## src/rtl/nn_pkg.sv

```systemverilog
// Shared types and constants for the neuron layer scheduler.
// Holds default widths, FSM encoding and a signed compare helper.
package nn_pkg;

  localparam int NN_ACC_W       = 26;
  localparam int NN_IDX_W       = 4;
  localparam int NN_NUM_NEURONS = 10;

  typedef enum logic [2:0] {
    S_IDLE  = 3'd0,
    S_ISSUE = 3'd1,
    S_WAIT  = 3'd2,
    S_OUT   = 3'd3,
    S_FIN   = 3'd4
  } state_t;

  function automatic logic sgt(
    input logic signed [63:0] a,
    input logic signed [63:0] b
  );
    return a > b;
  endfunction

endpackage

```

## src/rtl/neuron_layer_scheduler_if.sv

```systemverilog
// Per-neuron result stream (valid/ready) out of the layer scheduler.
// Master drives the result, slave returns ready.
interface neuron_layer_scheduler_if
  import nn_pkg::*;
#(
  parameter int ACC_W = NN_ACC_W,
  parameter int IDX_W = NN_IDX_W
) ();

  logic             res_valid;
  logic             res_ready;
  logic [ACC_W-1:0] res_data;
  logic [IDX_W-1:0] res_idx;

  modport master (
    output res_valid,
    output res_data,
    output res_idx,
    input  res_ready
  );

  modport slave (
    input  res_valid,
    input  res_data,
    input  res_idx,
    output res_ready
  );

endinterface

```

## src/rtl/argmax_tracker.sv

```systemverilog
// Running signed argmax over one layer pass.
// First load after clear is unconditional; later loads need strictly greater.
module argmax_tracker
  import nn_pkg::*;
#(
  parameter int ACC_W = NN_ACC_W,
  parameter int IDX_W = NN_IDX_W
) (
  input  logic             clk,
  input  logic             GlobalReset_n,
  input  logic             clear,
  input  logic             load,
  input  logic [IDX_W-1:0] idx,
  input  logic [ACC_W-1:0] value,
  output logic [IDX_W-1:0] best_idx,
  output logic [ACC_W-1:0] best_val
);

  logic             valid_q, valid_d;
  logic [IDX_W-1:0] idx_q, idx_d;
  logic [ACC_W-1:0] val_q, val_d;
  logic             better;

  assign better = sgt(64'($signed(value)), 64'($signed(val_q)));

  always_comb begin
    valid_d = valid_q;
    idx_d   = idx_q;
    val_d   = val_q;
    if (clear) begin
      valid_d = 1'b0;
    end else if (load && (!valid_q || better)) begin
      valid_d = 1'b1;
      idx_d   = idx;
      val_d   = value;
    end
  end

  always_ff @(posedge clk or negedge GlobalReset_n) begin
    if (!GlobalReset_n) begin
      valid_q <= 1'b0;
      idx_q   <= '0;
      val_q   <= '0;
    end else begin
      valid_q <= valid_d;
      idx_q   <= idx_d;
      val_q   <= val_d;
    end
  end

  assign best_idx = idx_q;
  assign best_val = val_q;

endmodule

```

## src/rtl/neuron_layer_scheduler.sv

```systemverilog
// Steps one shared Neuron MAC through every output neuron of a layer,
// streams each result out and reports the signed argmax class.
module neuron_layer_scheduler
  import nn_pkg::*;
#(
  parameter int NUM_NEURONS = NN_NUM_NEURONS,
  parameter int IDX_W       = NN_IDX_W,
  parameter int ACC_W       = NN_ACC_W,
  parameter int TIMEOUT     = 255
) (
  input  logic                     clk,
  input  logic                     GlobalReset_n,
  input  logic                     start,
  input  logic                     abort,
  output logic                     busy,
  output logic [IDX_W-1:0]         neuron_idx,
  output logic                     nrn_input_valid,
  input  logic [ACC_W-1:0]         nrn_out,
  input  logic                     nrn_output_valid,
  neuron_layer_scheduler_if.master res,
  output logic                     done,
  output logic [IDX_W-1:0]         class_idx,
  output logic [ACC_W-1:0]         class_score,
  output logic                     error
);

  localparam int CNT_W = $clog2(TIMEOUT + 1);

  state_t           state_q, state_d;
  logic [IDX_W-1:0] idx_q, idx_d;
  logic [CNT_W-1:0] cnt_q, cnt_d;
  logic             prev_q, prev_d;
  logic             busy_q, busy_d;
  logic             iv_q, iv_d;
  logic             rv_q, rv_d;
  logic [ACC_W-1:0] rd_q, rd_d;
  logic [IDX_W-1:0] ri_q, ri_d;
  logic             done_q, done_d;
  logic             err_q, err_d;
  logic             am_clear, am_load;
  logic             rise;

  assign rise = nrn_output_valid & ~prev_q;

  always_comb begin
    state_d  = state_q;
    idx_d    = idx_q;
    cnt_d    = cnt_q;
    prev_d   = nrn_output_valid;
    busy_d   = busy_q;
    iv_d     = 1'b0;
    rv_d     = rv_q;
    rd_d     = rd_q;
    ri_d     = ri_q;
    done_d   = 1'b0;
    err_d    = err_q;
    am_clear = 1'b0;
    am_load  = 1'b0;
    if (abort) begin
      state_d = S_IDLE;
      busy_d  = 1'b0;
      rv_d    = 1'b0;
    end else begin
      unique case (state_q)
        S_IDLE: begin
          if (start) begin
            state_d  = S_ISSUE;
            idx_d    = '0;
            cnt_d    = '0;
            busy_d   = 1'b1;
            iv_d     = 1'b1;
            err_d    = 1'b0;
            am_clear = 1'b1;
          end
        end
        S_ISSUE: begin
          state_d = S_WAIT;
        end
        S_WAIT: begin
          cnt_d = cnt_q + CNT_W'(1);
          // A result edge in the last waiting cycle still wins over timeout
          if (rise) begin
            state_d = S_OUT;
            rv_d    = 1'b1;
            rd_d    = nrn_out;
            ri_d    = idx_q;
            am_load = 1'b1;
          end else if (cnt_q == CNT_W'(TIMEOUT - 1)) begin
            state_d = S_IDLE;
            busy_d  = 1'b0;
            err_d   = 1'b1;
          end
        end
        S_OUT: begin
          if (res.res_ready) begin
            rv_d = 1'b0;
            if (idx_q == IDX_W'(NUM_NEURONS - 1)) begin
              state_d = S_FIN;
              done_d  = 1'b1;
            end else begin
              state_d = S_ISSUE;
              idx_d   = idx_q + IDX_W'(1);
              cnt_d   = '0;
              iv_d    = 1'b1;
            end
          end
        end
        S_FIN: begin
          state_d = S_IDLE;
          busy_d  = 1'b0;
        end
        default: begin
          state_d = S_IDLE;
          busy_d  = 1'b0;
          rv_d    = 1'b0;
        end
      endcase
    end
  end

  always_ff @(posedge clk or negedge GlobalReset_n) begin
    if (!GlobalReset_n) begin
      state_q <= S_IDLE;
      idx_q   <= '0;
      cnt_q   <= '0;
      prev_q  <= 1'b0;
      busy_q  <= 1'b0;
      iv_q    <= 1'b0;
      rv_q    <= 1'b0;
      rd_q    <= '0;
      ri_q    <= '0;
      done_q  <= 1'b0;
      err_q   <= 1'b0;
    end else begin
      state_q <= state_d;
      idx_q   <= idx_d;
      cnt_q   <= cnt_d;
      prev_q  <= prev_d;
      busy_q  <= busy_d;
      iv_q    <= iv_d;
      rv_q    <= rv_d;
      rd_q    <= rd_d;
      ri_q    <= ri_d;
      done_q  <= done_d;
      err_q   <= err_d;
    end
  end

  argmax_tracker #(
    .ACC_W(ACC_W),
    .IDX_W(IDX_W)
  ) u_argmax (
    .clk          (clk),
    .GlobalReset_n(GlobalReset_n),
    .clear        (am_clear),
    .load         (am_load),
    .idx          (idx_q),
    .value        (nrn_out),
    .best_idx     (class_idx),
    .best_val     (class_score)
  );

  assign busy            = busy_q;
  assign neuron_idx      = idx_q;
  assign nrn_input_valid = iv_q;
  assign res.res_valid   = rv_q;
  assign res.res_data    = rd_q;
  assign res.res_idx     = ri_q;
  assign done            = done_q;
  assign error           = err_q;

endmodule
```

## src/flat_wrapper.sv

```systemverilog
// flat-port wrapper written by rule: the top's interface ports become plain ports
module neuron_layer_scheduler_flat import nn_pkg::*;
#(
  parameter int NUM_NEURONS = NN_NUM_NEURONS,
  parameter int IDX_W       = NN_IDX_W,
  parameter int ACC_W       = NN_ACC_W,
  parameter int TIMEOUT     = 255
)
  (clk, GlobalReset_n, start, abort, busy, neuron_idx, nrn_input_valid, nrn_out, nrn_output_valid, done, class_idx, class_score, error, res_res_valid, res_res_data, res_res_idx, res_res_ready);
  neuron_layer_scheduler_if #(.ACC_W(ACC_W), .IDX_W(IDX_W)) res_i ();
  input  logic clk;
  input  logic GlobalReset_n;
  input  logic start;
  input  logic abort;
  output logic busy;
  output logic [IDX_W-1:0] neuron_idx;
  output logic nrn_input_valid;
  input  logic [ACC_W-1:0] nrn_out;
  input  logic nrn_output_valid;
  output logic done;
  output logic [IDX_W-1:0] class_idx;
  output logic [ACC_W-1:0] class_score;
  output logic error;
  output wire logic [$bits(res_i.res_valid)-1:0] res_res_valid;
  output wire logic [$bits(res_i.res_data)-1:0] res_res_data;
  output wire logic [$bits(res_i.res_idx)-1:0] res_res_idx;
  input wire logic [$bits(res_i.res_ready)-1:0] res_res_ready;
  assign res_res_valid = res_i.res_valid;
  assign res_res_data = res_i.res_data;
  assign res_res_idx = res_i.res_idx;
  assign res_i.res_ready = res_res_ready;
  neuron_layer_scheduler #(.NUM_NEURONS(NUM_NEURONS), .IDX_W(IDX_W), .ACC_W(ACC_W), .TIMEOUT(TIMEOUT)) u_core (.clk(clk), .GlobalReset_n(GlobalReset_n), .start(start), .abort(abort), .busy(busy), .neuron_idx(neuron_idx), .nrn_input_valid(nrn_input_valid), .nrn_out(nrn_out), .nrn_output_valid(nrn_output_valid), .res(res_i), .done(done), .class_idx(class_idx), .class_score(class_score), .error(error));
endmodule
```

## config.mk

```make
export PLATFORM = sky130hd
export DESIGN_NAME = neuron_layer_scheduler_flat
export DESIGN_NICKNAME = d
export VERILOG_FILES = /design/src/rtl/nn_pkg.sv /design/src/rtl/neuron_layer_scheduler_if.sv /design/src/rtl/argmax_tracker.sv /design/src/rtl/neuron_layer_scheduler.sv /design/src/flat_wrapper.sv
export SDC_FILE = /design/constraint.sdc
export NUM_CORES = 1
export LEC_CHECK = 0
export ABC_AREA = 1
export BUFFER_PORTS_ARGS = -buffer_cell sky130_fd_sc_hd__buf_2
export CORE_MARGIN = 2
export CORE_UTILIZATION = 54
export CTS_CLUSTER_DIAMETER = 50
export CTS_CLUSTER_SIZE = 25
export DETAILED_ROUTE_END_ITERATION = 7
export PLACE_DENSITY_LB_ADDON = 0.3
export SKIP_LAST_GASP = 1
export SYNTH_ARGS = -nofsm -noshare
export SYNTH_HDL_FRONTEND = slang
export SYNTH_SLANG_ARGS = --single-unit
```

## constraint.sdc

```tcl
create_clock -name clk -period 2.3 [get_ports clk]
set_input_delay 0.23 -clock clk [delete_from_list [all_inputs] [get_ports clk]]
set_output_delay 0.23 -clock clk [all_outputs]
set_load 0.01 [all_outputs]
```

### Word-level counts from Yosys, hierarchy flattened

Cells that the tools add are included.

* bitwise logic cells: 4
* shifts and indexed selects: 0
* mux-type cells: 44
* equality and inequality tests: 19
* add/subtract/negate cells: 2
* $lt $le $gt $ge: 1
* multipliers: 0
* div/mod/pow operators: 0
* reductions and logical operators: 18

Operator list (count)
* 26-bit > comparator: 1
* 1-bit two-way mux: 25
* 8-bit two-way mux: 3
* 8-bit case mux with 3 select lines: 1
* 3-bit two-way mux: 6
* 5-bit AND reduction: 3
* 4-bit two-way mux: 3
* 3-bit case mux with 4 select lines: 1
* 3-bit inequality test, second input constant: 3
* 3-bit AND reduction: 3
* 8-bit by 1-bit adder with 8-bit output, second input constant: 1
* 8-bit equality test, second input constant: 1
* 2-bit inequality test, second input constant: 4
* 4-bit case mux with 2 select lines: 1
* 3-bit by 2-bit equality test with 1-bit output, second input constant: 2
* 2-bit by 1-bit inequality test with 1-bit output, second input constant: 3
* 3-bit by 2-bit inequality test with 1-bit output, second input constant: 2
* 1-bit case mux with 3 select lines: 2
* 2-bit nonzero test: 3
* 4-bit by 1-bit adder with 4-bit output, second input constant: 1
* 4-bit equality test, second input constant: 1
* 4-bit by 2-bit inequality test with 1-bit output, second input constant: 1
* 1-bit case mux with 2 select lines: 2
* 4-bit AND reduction: 1
* 12 further kinds: 14

* memories kept: 0
* register bits after elaboration: 82
* memory bits (writable): 0
* input bits: 32
* bits in read-only memories: 0
* latch bits: 0

### Logic depth before layout (Yosys ltp)

* depth in word-level cells: 8
* gate-level depth with buffers: 17
* depth with buffers taken out: 16

### Modules after synthesis

Synthesis repeated with hierarchy kept, for this count alone.

* cells, all modules: 561
* area total of the unflattened synthesis: 4390.5 µm²

By module, submodules not included
* neuron_layer_scheduler: times used 1, cells an instance 289, area an instance 2336.0 µm²
* argmax_tracker: times used 1, cells an instance 272, area an instance 2054.5 µm²

### Worst setup path before layout

Ideal clock, no wire load.

* path type: register -> register
* start point: reg u_core.u_argmax.val_q[25] (netlist: u_core.u_argmax.best_val[25])
* end point: reg u_core.u_argmax.idx_q[3] (netlist: u_core.u_argmax.best_idx[3])
* arrival: 1.856 ns
* cell stages (with the launch flop): 14
* path slack: 0.328 ns
* library setup time: 0.117 ns
* path through: dfrtp_1 inv_1 ha_1 nand2_1 nor2_2 nand2_1 inv_2 nand2_1 or3_1 nand3_1 nand2_2 buf_2 nand3_1 nand2_1

* cells in the longest elaborated chain, start to end: 4

Ends and longest elaborated chain
* from (decl): line argmax_tracker.sv:21 `logic [ACC_W-1:0] val_q, val_d;`
* from (signal assigned): line argmax_tracker.sv:47 `val_q <= val_d;`
* 26-bit > comparator: line nn_pkg.sv:21 `return a > b;`
* 1-bit logical OR: line argmax_tracker.sv:32 `end else if (load && (!valid_q || better)) begin`
* 1-bit logical AND: line argmax_tracker.sv:32
* 2-bit AND reduction (no source line)
* to (signal assigned): line argmax_tracker.sv:46 `idx_q <= idx_d;`
* to (decl): line argmax_tracker.sv:20 `logic [IDX_W-1:0] idx_q, idx_d;`

Every way passes these cells.
A chain may end at the register's enable or synchronous reset.

### Worst setup path in the final report

* start point: reg u_core.u_argmax.val_q[25] (netlist: u_core.u_argmax.best_val[25])
* end point: reg u_core.u_argmax.val_q[18] (netlist: u_core.u_argmax.best_val[18])

* cells in the longest elaborated chain, start to end: 4

Ends and longest elaborated chain (line)
* 26-bit > comparator: nn_pkg.sv:21
* 1-bit logical OR: argmax_tracker.sv:32
* 1-bit logical AND: argmax_tracker.sv:32
* 2-bit AND reduction (no source line)

Every way passes these cells.

==> flow_metrics.py <==
metrics = {
    "synth": {
        "synth_ff_type": "sky130_fd_sc_hd__dfrtp_1",
        "synth-edff-count": 0,
        "synth_sequential_area_ratio_pct": 48.3,
        "synth_cell_type_count": 33,
        "synthArstFlopShare_pct": 100,
        "syn_area_per_cell_um2": 8.01,
        "synth.cell_area_um2": 4250,
        "synth-seq-cells": 82,
        "synthesized_net_count": 592,
        "syn_inst": 530,
        "synthesis.yosys.warnings": 0,
    },
    "floorplan": {
        "total_die_area_um2": 8590,
        "initial_core_util_pct": 55.3,
        "io_pins": 101,
        "row_count": 32,
        "fp.coreArea_um2": 7690,
        "fp.dieW_um": 92.7,
        "dieHeight_um": 92.7,
    },
    "job": {
        "drv_cap": 0,
    },
    "route": {
        "drc": 0,
        "wl_per_cell_um": 13.5,
        "vias": 3767,
        "post_drt_via_cell_ratio": 5.08,
        "firstDrtPassIters": 4,
        "drt_initial_violations": 156,
        "route.final.wire_length_um": 9990,
        "postRouteAntennaNets": 0,
    },
    "clock_network": {
        "root_buffer": "sky130_fd_sc_hd__clkbuf_8",
        "tritoncts": "built",
        "clock_insertion_delay_worst_skew_ns": 0.35,
        "clock_sink_count": 82,
        "htree_levels": 3,
        "clkTransAtPathRegs_ns": 0.08,
        "ctsLongestPathBuffers": 2,
        "numCtsBuffers": 9,
    },
    "pwr": {
        "leakage_nw": 2.94,
        "design_power_total_mw": 5.53,
        "p_int_mw": 3.29,
        "seq_power_share_pct": 41.5,
        "power.density_nw_per_um2": 1090,
        "netSwitchingFraction_pct": 40.6,
        "p_sw_mw": 2.24,
        "vdd.ir_drop.worst_v": 0.000463,
        "power.share.combinational_pct": 41.8,
        "clock_power_share_pct": 16.7,
    },
    "grt": {
        "antenna_found_initial": 0,
        "grt_pass1_vias": 3694,
        "grt.total_usage_pct": 24.4,
        "grt_max_degree": 43,
        "grt_pass1_wl_um": 16600,
        "grt_overflow": 0,
    },
    "place": {
        "half_perimeter_wire_length_after_detailed_placement_um": 7250,
        "placed_area_um2": 4830,
        "place_congestion": 0.937,
        "place.port_buffers": 100,
    },
    "timing": {
        "setup_total_negative_slack_ns": 0,
        "clock.fmax_mhz": 464,
        "finClkSkew_ns": 0.0103,
        "period_minus_slack_ns": 2.16,
        "timing.max_slew.rel_slack_pct": 58.1,
        "final.hold.worst_slack_ns": 0.116,
        "slew_violations": 0,
        "tightest_slew_ns": 0.628,
        "setup_viol": 0,
        "finalCritPeriodShare_pct": 93.8,
        "finalHoldViolations": 0,
        "grt_setup_unrepaired": "yes",
    },
    "worst_setup_path": {
        "worst_setup_path_start_kind": "register",
        "crit_chain": "inv_1 -> ha_4 -> nand2_1 -> nor2_2 -> nand2_1 -> inv_2 -> nand2_1 -> or3_1 -> nand3_2 -> nand2_4 -> buf_8 -> nand3_1 -> nand2_1",
        "path_common_cell": "sky130_fd_sc_hd__nand2_1",
        "crit_path_end_kind": "register",
        "critical_path_peak_fanout": 16,
        "crit_slowest_cell": "sky130_fd_sc_hd__dfrtp_1",
        "cpPeakStageDelay_ns": 0.36,
        "worst_ep_arrival_time_ns": 2.40,
        "timing_worst_setup_path_type": "reg -> reg",
        "worst_ep_required_time_ns": 2.54,
    },
    "finish": {
        "final_cell_area_um2": 5090,
        "syn_to_final_growth_pct": 19.8,
        "num-nets-final": 697,
        "antenna_cells": 0,
        "drive_above_1_share_pct": 21.9,
    },
    "outcome": {
        "status": "completed",
    },
    "min_path": {
        "min_path_type": "in -> reg",
    },
}
[metrics by stage]
stage | setup slack (ns) | std cells | util (%)
3_5_place_dp | 0.0212 | 722 | 62.9
5_1_grt | -0.0215 | 742 | 66.2
4_1_cts | 0.0159 | 740 | 65.5
2_1_floorplan | 0.328 | 530 | -
6_report | 0.144 | 742 | 66.2
3_3_place_gp | 0.143 | 722 | 62.9
[per-layer routing]
metal  GRT usage, %  up-vias  part of all wire (%)
met5              0        -                     0
met4           8.95        0                   1.8
met3           3.50       16                   4.9
met2           42.2      109                    50
met1           31.2     1771                    43
li1               -     1871                     -
[final timing paths]
| check | startpoint | endpoint | slack, ns | cells after the start |
|---|---|---|---|---|
| max | u_core.u_argmax.best_val[25]$_DFFE_PN0P_ | u_core.u_argmax.best_val[18]$_DFFE_PN0P_ | 0.14 | 13 |
| min | nrn_out[9] | u_core.res.res_data[9]$_DFFE_PN0P_ | 0.12 | 3 |
| max reg2reg | u_core.u_argmax.best_val[25]$_DFFE_PN0P_ | u_core.u_argmax.best_val[18]$_DFFE_PN0P_ | 0.14 | 13 |
| min reg2reg | u_core.res.res_data[17]$_DFFE_PN0P_ | u_core.res.res_data[17]$_DFFE_PN0P_ | 0.47 | 2 |
| max in group asynchronous | GlobalReset_n | u_core.done$_DFF_PN0_ | 1.28 | 3 |
| min in group asynchronous | GlobalReset_n | u_core.res.res_data[18]$_DFFE_PN0P_ | 0.40 | 2 |
[power by group through the flow]
| stage | Combinational, mW | Sequential (mW) | Clock (mW) |
|---|---|---|---|
| after floorplan | 1.19 | 2.50 | 0 |
| after global placement | 2.18 | 2.29 | 0 |
| after detailed placement | 2.26 | 2.32 | 0 |
| after CTS | 2.28 | 2.29 | 0.948 |
| after global routing | 2.66 | 2.36 | 1.02 |
| final | 2.31 | 2.29 | 0.924 |
[registers in the layout, summed over array words and instances (netlist names)]
signal                    cells
u_core.neuron_idx             4
u_core.done                   1
u_core.prev_q                 1
u_core.u_argmax.best_idx      4
u_core.cnt_q                  8
u_core.res.res_valid          1
u_core.nrn_input_valid        1
u_core.u_argmax.best_val     26
u_core.res.res_idx            4
u_core.busy                   1
u_core.u_argmax.valid_q       1
u_core.res.res_data          26
u_core.error                  1
u_core.state_q                3
[critical path: cells and delay by family, from the launching register on]
| family | cells | cell delay (ns) |
|---|---|---|
| adder cells (fa/ha/maj) | 1 | 0.28 |
| buffers and inverters | 3 | 0.33 |
| flip-flops | 1 | 0.36 |
| AND/OR/NAND/NOR | 9 | 1.07 |
[cell families after synthesis]
family,after synthesis,synth area share (%)
buffers and inverters,85,8.51
and+or+nand+nor,294,28.8
AOI/OAI and AO/OA,36,4.89
DFF,82,48.3
xor gates and xnor gates,3,0.619
adders and majority gates,30,8.84
[cell usage after synthesis (2+ instances only)]
library cell	number	area share, %
sky130_fd_sc_hd__nand2_1	208	18
sky130_fd_sc_hd__dfrtp_1	82	48
sky130_fd_sc_hd__inv_1	65	5.7
sky130_fd_sc_hd__nand3_1	41	4.8
sky130_fd_sc_hd__ha_1	30	8.8
sky130_fd_sc_hd__nor2_1	23	2.0
sky130_fd_sc_hd__a21oi_1	13	1.5
sky130_fd_sc_hd__o21ai_0	10	1.2
sky130_fd_sc_hd__nand2_2	6	0.88
sky130_fd_sc_hd__nor3_1	6	0.71
sky130_fd_sc_hd__buf_2	4	0.47
sky130_fd_sc_hd__buf_4	4	0.71
sky130_fd_sc_hd__inv_2	4	0.35
sky130_fd_sc_hd__buf_6	3	0.80
sky130_fd_sc_hd__clkbuf_1	3	0.27
sky130_fd_sc_hd__nand4_1	3	0.44
sky130_fd_sc_hd__o22ai_1	3	0.44
sky130_fd_sc_hd__xor2_1	3	0.62
sky130_fd_sc_hd__buf_1	2	0.18
sky130_fd_sc_hd__nor3b_1	2	0.35
sky130_fd_sc_hd__o21ai_1	2	0.24
sky130_fd_sc_hd__o31ai_1	2	0.35
[cell usage in the layout, fill, tap and decap left out, types with 2 or more instances in the layout]
cell type	n
sky130_fd_sc_hd__a21oi_1	13
sky130_fd_sc_hd__buf_2	99
sky130_fd_sc_hd__buf_4	5
sky130_fd_sc_hd__clkbuf_1	2
sky130_fd_sc_hd__clkbuf_8	10
sky130_fd_sc_hd__clkinvlp_4	3
sky130_fd_sc_hd__dfrtp_1	82
sky130_fd_sc_hd__dlygate4sd3_1	2
sky130_fd_sc_hd__ha_1	29
sky130_fd_sc_hd__inv_1	65
sky130_fd_sc_hd__inv_2	4
sky130_fd_sc_hd__nand2_1	208
sky130_fd_sc_hd__nand2_2	5
sky130_fd_sc_hd__nand2_4	2
sky130_fd_sc_hd__nand3_1	40
sky130_fd_sc_hd__nand4_1	3
sky130_fd_sc_hd__nor2_1	22
sky130_fd_sc_hd__nor2_2	2
sky130_fd_sc_hd__nor3_1	6
sky130_fd_sc_hd__nor3b_1	2
sky130_fd_sc_hd__o21ai_0	10
sky130_fd_sc_hd__o21ai_1	2
sky130_fd_sc_hd__o22ai_1	3
sky130_fd_sc_hd__o31ai_1	2
sky130_fd_sc_hd__xor2_1	3
[repair_timing]
action	CTS	global route
pin swaps	0	2
hold buffers	2	0
gates cloned	0	1
endpoints found under the hold margin	41	0
buffers inserted	0	1
resized for setup	1	7
endpoints found under the setup margin	3	30
[layout make-up]
class	count	area, µm²
Multi-Input combinational cell	364	1880
Sequential cell	82	2050
Fill cell	685	2600
Clock inverter	4	27.5
Inverter	69	259
Clock buffer	12	145
Tap cell	102	128
Timing Repair Buffer	109	599
Power figures use the tool's default switching activity.
